===== config.mk =====
export PLATFORM = sky130hd
export DESIGN_NAME = be_cmd_writer_flat
export DESIGN_NICKNAME = d
export VERILOG_FILES = /design/src/rtl/be_cmd_writer_pkg.sv /design/src/rtl/be_cmd_writer_if.sv /design/src/rtl/be_cmd_writer_encode.sv /design/src/rtl/be_cmd_writer.sv /design/src/flat_wrapper.sv
export SDC_FILE = /design/constraint.sdc
export NUM_CORES = 1
export LEC_CHECK = 0
export CAP_MARGIN = 10
export CORE_ASPECT_RATIO = 1.1
export CORE_MARGIN = 2
export CORE_UTILIZATION = 50
export CTS_CLUSTER_SIZE = 10
export DETAILED_ROUTE_END_ITERATION = 8
export GPL_TIMING_DRIVEN = 0
export PLACE_DENSITY = 0.8
export SLEW_MARGIN = 20
export SYNTH_ARGS = -nofsm -noshare
export SYNTH_HDL_FRONTEND = slang
export SYNTH_SLANG_ARGS = --single-unit

===== constraint.sdc =====
create_clock -name clk -period 3.4 [get_ports clk]
set_input_delay 0.51 -clock clk [delete_from_list [all_inputs] [get_ports clk]]
set_output_delay 0.51 -clock clk [all_outputs]
set_load 0.01 [all_outputs]

===== src/rtl/be_cmd_writer_pkg.sv =====
// rtl/be_cmd_writer_pkg.sv - shared opcodes, request kinds and writer FSM states (package be_cmd_pkg)
package be_cmd_pkg;

    localparam int CMD_WIDTH = 40;

    localparam logic [7:0] OP_PARAM_HI_BASE = 8'h88;
    localparam logic [7:0] OP_PARAM_LO      = 8'h87;
    localparam logic [7:0] OP_NOP           = 8'h80;
    localparam logic [7:0] OP_END           = 8'hBF;
    localparam logic [7:0] OP_WAIT_INTS     = 8'h40;

    typedef enum logic [1:0] {
        KIND_RAW     = 2'd0,
        KIND_PARAM64 = 2'd1,
        KIND_END     = 2'd2,
        KIND_RSVD    = 2'd3
    } req_kind_t;

    typedef enum logic [1:0] {
        ST_IDLE  = 2'd0,
        ST_WAIT  = 2'd1,
        ST_EMIT1 = 2'd2,
        ST_EMIT2 = 2'd3
    } wr_state_t;

    // A parameter write occupies two FIFO words; everything else one.
    function automatic logic [1:0] words_needed(input logic [1:0] kind);
        return (kind == KIND_PARAM64) ? 2'd2 : 2'd1;
    endfunction

endpackage


===== src/rtl/be_cmd_writer_if.sv =====
// rtl/be_cmd_writer_if.sv - request handshake and command FIFO write bundle
interface be_cmd_writer_if #(
    parameter int ADDRESS_WIDTH = 4
);
    logic                             req_valid;
    logic                             req_ready;
    logic [1:0]                       req_kind;
    logic [2:0]                       req_slot;
    logic [63:0]                      req_data;
    logic                             fifo_write;
    logic [be_cmd_pkg::CMD_WIDTH-1:0] fifo_write_data;
    logic [ADDRESS_WIDTH:0]           fifo_data_count;

    // Host and FIFO side: issues requests, reports occupancy, receives words.
    modport master (
        output req_valid, req_kind, req_slot, req_data, fifo_data_count,
        input  req_ready, fifo_write, fifo_write_data
    );

    // Writer side.
    modport slave (
        input  req_valid, req_kind, req_slot, req_data, fifo_data_count,
        output req_ready, fifo_write, fifo_write_data
    );
endinterface


===== src/rtl/be_cmd_writer_encode.sv =====
// rtl/be_cmd_writer_encode.sv - be_cmd_encode: maps kind/slot/data/phase to a 40-bit command word
module be_cmd_encode
    import be_cmd_pkg::*;
(
    input  logic [1:0]           kind,
    input  logic [2:0]           slot,
    input  logic [63:0]          data,
    input  logic                 phase,
    output logic [CMD_WIDTH-1:0] word
);

    // Phase 0 is the parameter high word, phase 1 the low word; other kinds ignore phase.
    always_comb begin
        word = data[39:0];
        case (kind)
            KIND_PARAM64: begin
                if (phase)
                    word = {OP_PARAM_LO, data[31:0]};
                else
                    word = {OP_PARAM_HI_BASE + {5'd0, slot}, data[63:32]};
            end
            KIND_END: word = {OP_END, 32'd0};
            default:  word = data[39:0];
        endcase
    end

endmodule


===== src/rtl/be_cmd_writer.sv =====
// rtl/be_cmd_writer.sv - command FIFO producer; optional counters under BE_CMD_WRITER_STATS_EN
module be_cmd_writer
    import be_cmd_pkg::*;
#(
    parameter int ADDRESS_WIDTH = 4,
    parameter int DATA_WIDTH    = 40
) (
    input  logic           clk,
    input  logic           rst_n,
    be_cmd_writer_if.slave bus,
    input  logic           abort,
    output logic           busy
`ifdef BE_CMD_WRITER_STATS_EN
    ,
    output logic [31:0]    words_written,
    output logic [31:0]    stall_cycles
`endif
);

    if (DATA_WIDTH != CMD_WIDTH) begin : g_width_check
        $error("be_cmd_writer: DATA_WIDTH must be 40");
    end

    localparam int CW = ADDRESS_WIDTH + 2;
    localparam logic [CW-1:0] DEPTH_W = CW'(2 ** ADDRESS_WIDTH);

    wr_state_t state;
    wr_state_t state_next;

    logic [1:0]           lat_kind;
    logic [2:0]           lat_slot;
    logic [63:0]          lat_data;
    logic [CW-1:0]        free;
    logic [CW-1:0]        need;
    logic                 space_ok;
    logic                 accept;
    logic                 write_next;
    logic                 phase_next;
    logic [CMD_WIDTH-1:0] word_next;

    assign bus.req_ready = (state == ST_IDLE) && !abort;
    assign accept        = bus.req_valid && bus.req_ready;

    // Occupancy lags a write by one cycle, so the word in flight is counted as used.
    assign free     = DEPTH_W - {1'b0, bus.fifo_data_count} - {{(CW-1){1'b0}}, bus.fifo_write};
    assign need     = {{(CW-2){1'b0}}, words_needed(lat_kind)};
    assign space_ok = (free >= need);

    // Next state; an abort in EMIT1 is ignored so a parameter pair is never split.
    always_comb begin
        state_next = state;
        case (state)
            ST_IDLE: begin
                if (accept)
                    state_next = ST_WAIT;
            end
            ST_WAIT: begin
                if (abort)
                    state_next = ST_IDLE;
                else if (space_ok)
                    state_next = ST_EMIT1;
            end
            ST_EMIT1: state_next = (lat_kind == KIND_PARAM64) ? ST_EMIT2 : ST_IDLE;
            ST_EMIT2: state_next = ST_IDLE;
            default:  state_next = ST_IDLE;
        endcase
    end

    assign write_next = (state_next == ST_EMIT1) || (state_next == ST_EMIT2);
    assign phase_next = (state_next == ST_EMIT2);

    be_cmd_encode u_encode (
        .kind  (lat_kind),
        .slot  (lat_slot),
        .data  (lat_data),
        .phase (phase_next),
        .word  (word_next)
    );

    // State register.
    always_ff @(posedge clk or negedge rst_n) begin
        if (!rst_n)
            state <= ST_IDLE;
        else
            state <= state_next;
    end

    // Hold the accepted request until it is emitted; drop it on abort while waiting.
    always_ff @(posedge clk or negedge rst_n) begin
        if (!rst_n) begin
            lat_kind <= 2'd0;
            lat_slot <= 3'd0;
            lat_data <= 64'd0;
        end else if (accept) begin
            lat_kind <= bus.req_kind;
            lat_slot <= bus.req_slot;
            lat_data <= bus.req_data;
        end else if ((state == ST_WAIT) && abort) begin
            lat_kind <= 2'd0;
            lat_slot <= 3'd0;
            lat_data <= 64'd0;
        end
    end

    // Registered FIFO strobe and data, high exactly while in EMIT1/EMIT2.
    always_ff @(posedge clk or negedge rst_n) begin
        if (!rst_n) begin
            bus.fifo_write      <= 1'b0;
            bus.fifo_write_data <= '0;
        end else begin
            bus.fifo_write <= write_next;
            if (write_next)
                bus.fifo_write_data <= word_next;
        end
    end

    assign busy = (state != ST_IDLE) || bus.fifo_write;

`ifdef BE_CMD_WRITER_STATS_EN
    // Free-running counters of emitted words and of cycles blocked on FIFO space.
    always_ff @(posedge clk or negedge rst_n) begin
        if (!rst_n) begin
            words_written <= 32'd0;
            stall_cycles  <= 32'd0;
        end else begin
            if (bus.fifo_write)
                words_written <= words_written + 32'd1;
            if ((state == ST_WAIT) && !space_ok)
                stall_cycles <= stall_cycles + 32'd1;
        end
    end
`endif

endmodule


===== src/flat_wrapper.sv =====
// flat-port wrapper written by rule: the top's interface ports become plain ports
module be_cmd_writer_flat import be_cmd_pkg::*;
#(
    parameter int ADDRESS_WIDTH = 4,
    parameter int DATA_WIDTH    = 40
)
  (clk, rst_n, abort, busy, bus_req_valid, bus_req_kind, bus_req_slot, bus_req_data, bus_fifo_data_count, bus_req_ready, bus_fifo_write, bus_fifo_write_data);
  be_cmd_writer_if #(.ADDRESS_WIDTH(ADDRESS_WIDTH)) bus_i ();
  input  logic clk;
  input  logic rst_n;
  input  logic abort;
  output logic busy;
  input wire logic [$bits(bus_i.req_valid)-1:0] bus_req_valid;
  input wire logic [$bits(bus_i.req_kind)-1:0] bus_req_kind;
  input wire logic [$bits(bus_i.req_slot)-1:0] bus_req_slot;
  input wire logic [$bits(bus_i.req_data)-1:0] bus_req_data;
  input wire logic [$bits(bus_i.fifo_data_count)-1:0] bus_fifo_data_count;
  output wire logic [$bits(bus_i.req_ready)-1:0] bus_req_ready;
  output wire logic [$bits(bus_i.fifo_write)-1:0] bus_fifo_write;
  output wire logic [$bits(bus_i.fifo_write_data)-1:0] bus_fifo_write_data;
  assign bus_i.req_valid = bus_req_valid;
  assign bus_i.req_kind = bus_req_kind;
  assign bus_i.req_slot = bus_req_slot;
  assign bus_i.req_data = bus_req_data;
  assign bus_i.fifo_data_count = bus_fifo_data_count;
  assign bus_req_ready = bus_i.req_ready;
  assign bus_fifo_write = bus_i.fifo_write;
  assign bus_fifo_write_data = bus_i.fifo_write_data;
  be_cmd_writer #(.ADDRESS_WIDTH(ADDRESS_WIDTH), .DATA_WIDTH(DATA_WIDTH)) u_core (.clk(clk), .rst_n(rst_n), .bus(bus_i), .abort(abort), .busy(busy));
endmodule

==> results of run 1 <==
-- power by group --
part | internal, W | switching [W] | total, W
logic | 0.00102 | 0.000736 | 0.00176
registers | 0.00172 | 0.000255 | 0.00198
clock network | 0.000406 | 0.000444 | 0.000850
total | 0.00315 | 0.00143 | 0.00459
-- kinds of logic (layout without fill, tap and decap cells) --
group / after synthesis / in the layout / synth area share [%]
buffers and inverters: 47 / 183 / 4.262
AOI/OAI and AO/OA: 123 / 123 / 17.88
adders and majority gates: 11 / 11 / 2.694
muxes: 42 / 42 / 11.98
and+or+nand+nor: 87 / 87 / 7.984
DFF: 112 / 112 / 54.86
xor gates and xnor gates: 2 / 2 / 0.3429
-- path summary, 6_finish.rpt --
kind                            slack (ns)                start  depth (start not counted)                             end
worst min register to register        0.51  u_core.lat_data[47]                          1             u_core.lat_data[47]
worst max-delay path                  0.28   u_core.lat_kind[1]                         11  u_core.bus.fifo_write_data[28]
min in group clk                      0.51  u_core.lat_data[47]                          1             u_core.lat_data[47]
worst min-delay path                  0.06                rst_n                          1  u_core.bus.fifo_write_data[12]
max in group asynchronous             2.69                rst_n                          2             u_core.lat_data[31]
worst max register to register        0.28   u_core.lat_kind[1]                         11  u_core.bus.fifo_write_data[28]
-- sequential cells by signal (all words and copies together) (netlist names) --
register / flops
u_core.state: 2
u_core.lat_kind: 2
u_core.bus.fifo_write: 1
u_core.lat_slot: 3
u_core.bus.fifo_write_data: 40
u_core.lat_data: 64
-- area by class of cell --
type | count | share of cell area (%)
Clock inverter | 3 | 0.7094
Buffer | 33 | 2.483
Multi-Input combinational cell | 265 | 31.16
Inverter | 13 | 0.7280
Tap cell | 120 | 2.240
Clock buffer | 13 | 2.520
Timing Repair Buffer | 121 | 18.35
Sequential cell | 112 | 41.81
-- synth_stat cells (all sizes together) --
| cell | instances | share of area [%] |
|---|---|---|
| a211oi | 1 | 0.15 |
| nor3b | 1 | 0.15 |
| clkbuf | 23 | 1.7 |
| and3b | 1 | 0.17 |
| nor3 | 4 | 0.49 |
| or2 | 2 | 0.24 |
| a2111o | 1 | 0.22 |
| o21ai | 36 | 3.5 |
| nand3 | 1 | 0.098 |
| xnor2 | 1 | 0.17 |
| inv | 13 | 0.96 |
| mux2 | 39 | 11 |
| ha | 11 | 2.7 |
| or3 | 1 | 0.12 |
| nor4b | 1 | 0.29 |
| nor4 | 2 | 0.54 |
| a21oi | 4 | 0.39 |
| nor2 | 4 | 0.34 |
| nand2 | 62 | 4.6 |
| nand2b | 3 | 0.37 |
| nor2b | 5 | 0.61 |
| a21boi | 1 | 0.15 |
| a22o | 69 | 12 |
| dfrtp | 112 | 55 |
| xor2 | 1 | 0.17 |
| mux2i | 3 | 0.59 |
| o211ai | 9 | 1.3 |
| buf | 11 | 1.6 |
| o21bai | 2 | 0.29 |
-- metal layers --
layer | part of all wire, % | routed length [um] | up-vias | track usage (%)
li1 | - | - | 1775 | -
met1 | 43 | 5342 | 1855 | 30.41
met2 | 50 | 6156 | 127 | 39.93
met3 | 5.1 | 638 | 24 | 4.351
met4 | 2.3 | 285 | 0 | 8.708
met5 | 0 | 0 | - | 0
-- stage by stage --
step	utilization (%)	total power, W	cells	setup TNS (ns)	cell area (um2)
6_report	67.78	0.004586	680	0	6703
5_1_grt	67.78	0.004836	680	0	6703
4_1_cts	67.83	0.004618	681	0	6708
3_5_place_dp	65.61	0.003758	665	-6.562	6489
3_3_place_gp	65.32	0.003712	664	-264.72	6460
2_1_floorplan	-	0.002906	424	0	5109
-- critical path: cells and delay by family, from the launching register on --
family	cells	cell delay [ns]
compound gates	1	0.47
fa+ha+maj	2	0.46
buf+inv	4	0.75
flops	1	0.43
mux	1	0.31
simple gates	3	0.58
==> impl_results.md, run 1 <==
* Initial antenna violation count at 0
* Synth cell types at 35
* Row cnt at 38
* Clock Tree Buf Depth at 2
* Io pins at 121
* Mapped Cells at 424
* Final period util at 91.89%
* Pins Over Slew Limit at 0
* Area grow syn2layout at 31.20%
* Antenna viol nets, final at 0
* Max Fclk at 320.1 MHz
* CTS Sinks at ~110
* Die Span X at 100.4 um
* GRT overflow at 0
* CTS tree: done
* H-tree levels at 3
* Max Cap Violations at 0
* Initial Util at 51.66%
* DPL Wire Length at 8955 um
* Hold Vio Cnt, Final at 0
* Clk slew on worst S/H paths at around 0.10 ns
* Minimum clock period at about 3.1 ns
* PnR worst setup slack at around 0.28 ns
* Hold-fix buffers, CTS at 0
* WL/cell at 18.27 um
* Number of detailed-route iterations in the first pass at 8
* Peak supply drop at ~320 uV
* Yosys warning total at 0
* Vias per cell at 5.560
* FF+latch count, synth at 112
* # DRC at 0
* Syn nets at 513
* Worst EP required at 3.66 ns
* Worst setup EP type: flop
* Nets@finish at 644
* Slew HR at 32.42%
* Sequential share of the synthesized area at 54.86%
* GRT Util Overall at 23.55%
* Fill cells at 747
* Least-Margin Pin Slew at between 1 and 1.5 ns
* Post-Place Worst Slack at -0.1888 ns
* Via count at between 3000 and 4000
* Crit path DAT at 3.39 ns
* Status: completed
* Die ar. at 11040 um2
* FF/Latch Area at 2803 um2
* Multi-input gate area at 2088 um2
* Routability Congestion at 0.8673
* Vias in the first global route at 3934
* Unrepaired setup endpoints after global routing: false
* Setup repair bufs after CTS at 0
* Starting DRT DRC Count at 222
* CTS resizes at 2
* Largest net degree at the start of global routing at 65
* Syn Std Cell Area at 5109 um2
* Commonest non-fill, non-tap cells in the layout: 119 x clkdlybuf4s50_1, 112 x dfrtp_1, 69 x a22o_1
* Slowest cell on the critical path: a2111o_1
* Global-route wire length before repair at 19920 um
* Core area at 9889 um2
* Final wirelength at 12420 um
* Final setup fails at 0
* Crit-path max cell delay at 0.47 ns
* Die height at 110.0 um
* Crit path cell chain: inv_1, ha_1, clkbuf_2, inv_1, ha_1, nand2b_1, a2111o_1, nor4_4, nor2_2, buf_6, mux2_4
* Critical Path Source Type: flop
* Ant. Diodes at 0
* IO Port Bufs at 120
* Hold Path Class: in2async
* WHS at 0.06316 ns
* TritonCTS Buffers at 9
* Most common cell after layout, fill and taps aside: clkdlybuf4s50_1
* P_leak at 3.054 nW
* PwrDens at 684.2 nW/um2
* WS Path Type: reg2reg
* Share of post-route cells with drive strength above 1 at 13.21%
* Mean Syn Cell Area at roughly 12 um2
* Skew final at 0.01079 ns
* Clk_lat worst skew at 0.37 ns
* Crit path max fanout at 19
* Root Driver: clkbuf_8
(Power assumes the default switching activity.)
==> run 2: changes to the inputs <==
ABC_AREA = 0   (was not set)
==> results of run 2 <==
No change in the layout: final DEF, timing and power equal those of run 1.
==> run 3: changes to the inputs <==
clock period = 3.3 ns   (was 3.4 ns; I/O delays follow)
==> run 3 against run 2 <==
Count of clock-buffer cells in the layout stayed put. Flip-flop and latch count stayed put. Sequential share of layout area hardly changed. Total power is 3.1% higher. Clock power is 3.1% higher. Combinational power is 3% higher. Critical endpoint unchanged. Largest cell class unchanged. Highest routed layer unchanged.
==> impl_results.md, run 3 (synthesis gave the netlist of run 1 again) <==
* Worst setup EP type: flop
* Nets@finish at 644
* Crit path launch: u_core.lat_kind[1]
* Sw power at 0.001477 W
* Unrepaired setup endpoints after global routing: false
* Max Fclk at roughly 330 MHz
* Via count at 3783
* CTS Sinks at around 110
* Commonest non-fill, non-tap cells in the layout: 119 x clkdlybuf4s50_1, 112 x dfrtp_1, 69 x a22o_1
* Crit path max fanout at 19
* Crit path cell chain: inv_1, ha_1, clkbuf_4, inv_1, ha_1, nand2b_1, a2111o_1, nor4_4, nor2_2, buf_6, mux2_4
* WHS at 0.04816 ns
* Slowest cell on the critical path: a2111o_1
* Levels on crit path at 11
* Final setup fails at 0
* PwrDens at 704.9 nW/um2
* Max Cap Violations at 0
* Skew final at 0.01074 ns
* Comb power frac at 38.4%
* R2R setup slack at 0.30 ns
* Starting DRT DRC Count at 222
* Design area at 6705 um2
* Pins Over Slew Limit at 0
* Initial Util at 51.66%
* Peak supply drop at 331.4 uV
* Hold Path Class: in2async
* Area grow syn2layout at 31.25%
* Die Span X at 100.4 um
* Fill cells at between 700 and 800
* Worst EP required at 3.56 ns
* Clock share of power at 18.5%
* Most flops, register: u_core.lat_data
* GRT overflow at 0
* Global-route wire length before repair at 19920 um
* P_leak at ~3 nW
* Status: completed
* Initial antenna violation count at 0
* Hold Vio Cnt, Final at 0
* Largest net degree at the start of global routing at 65
* Share of power burned in registers at 43.1%
* Clk slew on worst S/H paths at around 0.10 ns
* Crit path DAT at approximately 3.3 ns
* CTS tree: done
* Critical path's top delay family: buffers and inverters
* Io pins at 121
* Switch share at 31.26%
* Clk_lat worst skew at 0.37 ns
* Die ar. at 11040 um2
* Critical Path Source Type: flop
* DPL Wire Length at 8955 um
* Minimum clock period at 3.000 ns
* Max FFs per register at between 60 and 70
* Die height at approximately 110 um
* Vias per cell at around 5.6
* Worst path buffer plus inverter count at 4
* Vias in the first global route at 3934
* Share of post-route cells with drive strength above 1 at a little over an eighth
* H-tree levels at 3
* TritonCTS Buffers at 9
* Routability Congestion at 0.8673
* Least-Margin Pin Slew at roughly 1.0 ns
* Critical path capture point: u_core.bus.fifo_write_data[28]
* Ant. Diodes at 0
* DP Area at 6489 um2
* Final period util at 90.90%
* WS Path Type: reg2reg
* Row cnt at 38
* Core area at 9889 um2
* Final wirelength at 12420 um
* Number of detailed-route iterations in the first pass at 8
* Clock Tree Buf Depth at 2
* Root Driver: clkbuf_8
* Pint at 0.003249 W
* IO Port Bufs at 120
* Reg-to-reg startpoint: u_core.lat_kind[1]
* Crit-path max cell delay at 0.47 ns
* Top Registers: u_core.lat_data (64), u_core.bus.fifo_write_data (40), u_core.lat_slot (3)
* Hold-fix buffers, CTS at 0
* Critical R2R Capture: u_core.bus.fifo_write_data[28]
* WL/cell at around 18 um
* Antenna viol nets, final at 0
* # DRC at 0
* Slew HR at between 30% and 40%
* GRT Util Overall at between 20% and 30%
* R2R depth at 11
* Most common cell after layout, fill and taps aside: clkdlybuf4s50_1
==> run 3: cell counts in the layout (fill, tap and decap cells not counted) <==
Identical to the previous run, type by type.
==> run 3: worst min-delay path by stage <==
| stage | end | slack, ns | cells after the start |
|---|---|---|---|
| 2_1_floorplan | u_core.bus.fifo_write | 0.20 | 0 |
| 5_1_grt | u_core.bus.fifo_write_data[12] | 0.05 | 1 |
| 4_1_cts | u_core.lat_data[17] | 0.05 | 1 |
| 3_3_place_gp | u_core.lat_slot[1] | 0.48 | 1 |
| 3_5_place_dp | u_core.bus.fifo_write_data[12] | 0.46 | 1 |
| 6_report | u_core.bus.fifo_write_data[12] | 0.05 | 1 |
==> run 3: repair_timing <==
| action | 4_1_cts | 5_1_grt |
|---|---|---|
| gates resized for setup | 2 | 2 |
| cloned | 0 | 0 |
| endpoints found under the setup margin | 41 | 38 |
| setup buffers | 0 | 0 |
==> run 3: power by group through the flow <==
stage | Sequential (W) | Combinational [W] | Clock, W
floorplan | 0.00210 | 0.000890 | 0
global placement | 0.00205 | 0.00178 | 0
detailed placement | 0.00205 | 0.00182 | 0
CTS | 0.00203 | 0.00183 | 0.000889
global route | 0.00208 | 0.00196 | 0.000936
finish | 0.00204 | 0.00181 | 0.000876
==> run 3: cell type report <==
cell class              instances  area (um2)  share of cell area, %
repair buffers                121        1230                  18.34
flip-flops and latches        112        2803                  41.80
inverters                      13       48.80                 0.7277
clock buffers                  13       168.9                  2.519
well taps                     120       150.1                  2.239
multi-input cells             265        2088                  31.14
clock inverters                 3       47.55                 0.7091
plain buffers                  33       168.9                  2.519
==> run 3: per-stage QoR <==
stage / std cells / setup slack (ns) / TNS, ns / power [W] / utilization (%)
finish: 680 / 0.3003 / 0 / 0.004726 / 67.80
detailed placement: 665 / -0.2888 / -10.54 / 0.003872 / 65.61
global placement: 664 / -2.397 / -278.22 / 0.003825 / 65.32
CTS: 681 / 0.03902 / 0 / 0.004757 / 67.83
floorplan: 424 / 0.2550 / 0 / 0.002994 / -
global route: 680 / 0.1079 / 0 / 0.004984 / 67.80
==> run 3: routing by layer <==
layer | track usage [%] | vias up | part of all wire, %
met5 | 0 | - | 0
met4 | 8.708 | 0 | 2.3
met3 | 4.351 | 24 | 5.1
met2 | 39.93 | 125 | 50
met1 | 30.41 | 1859 | 43
li1 | - | 1775 | -
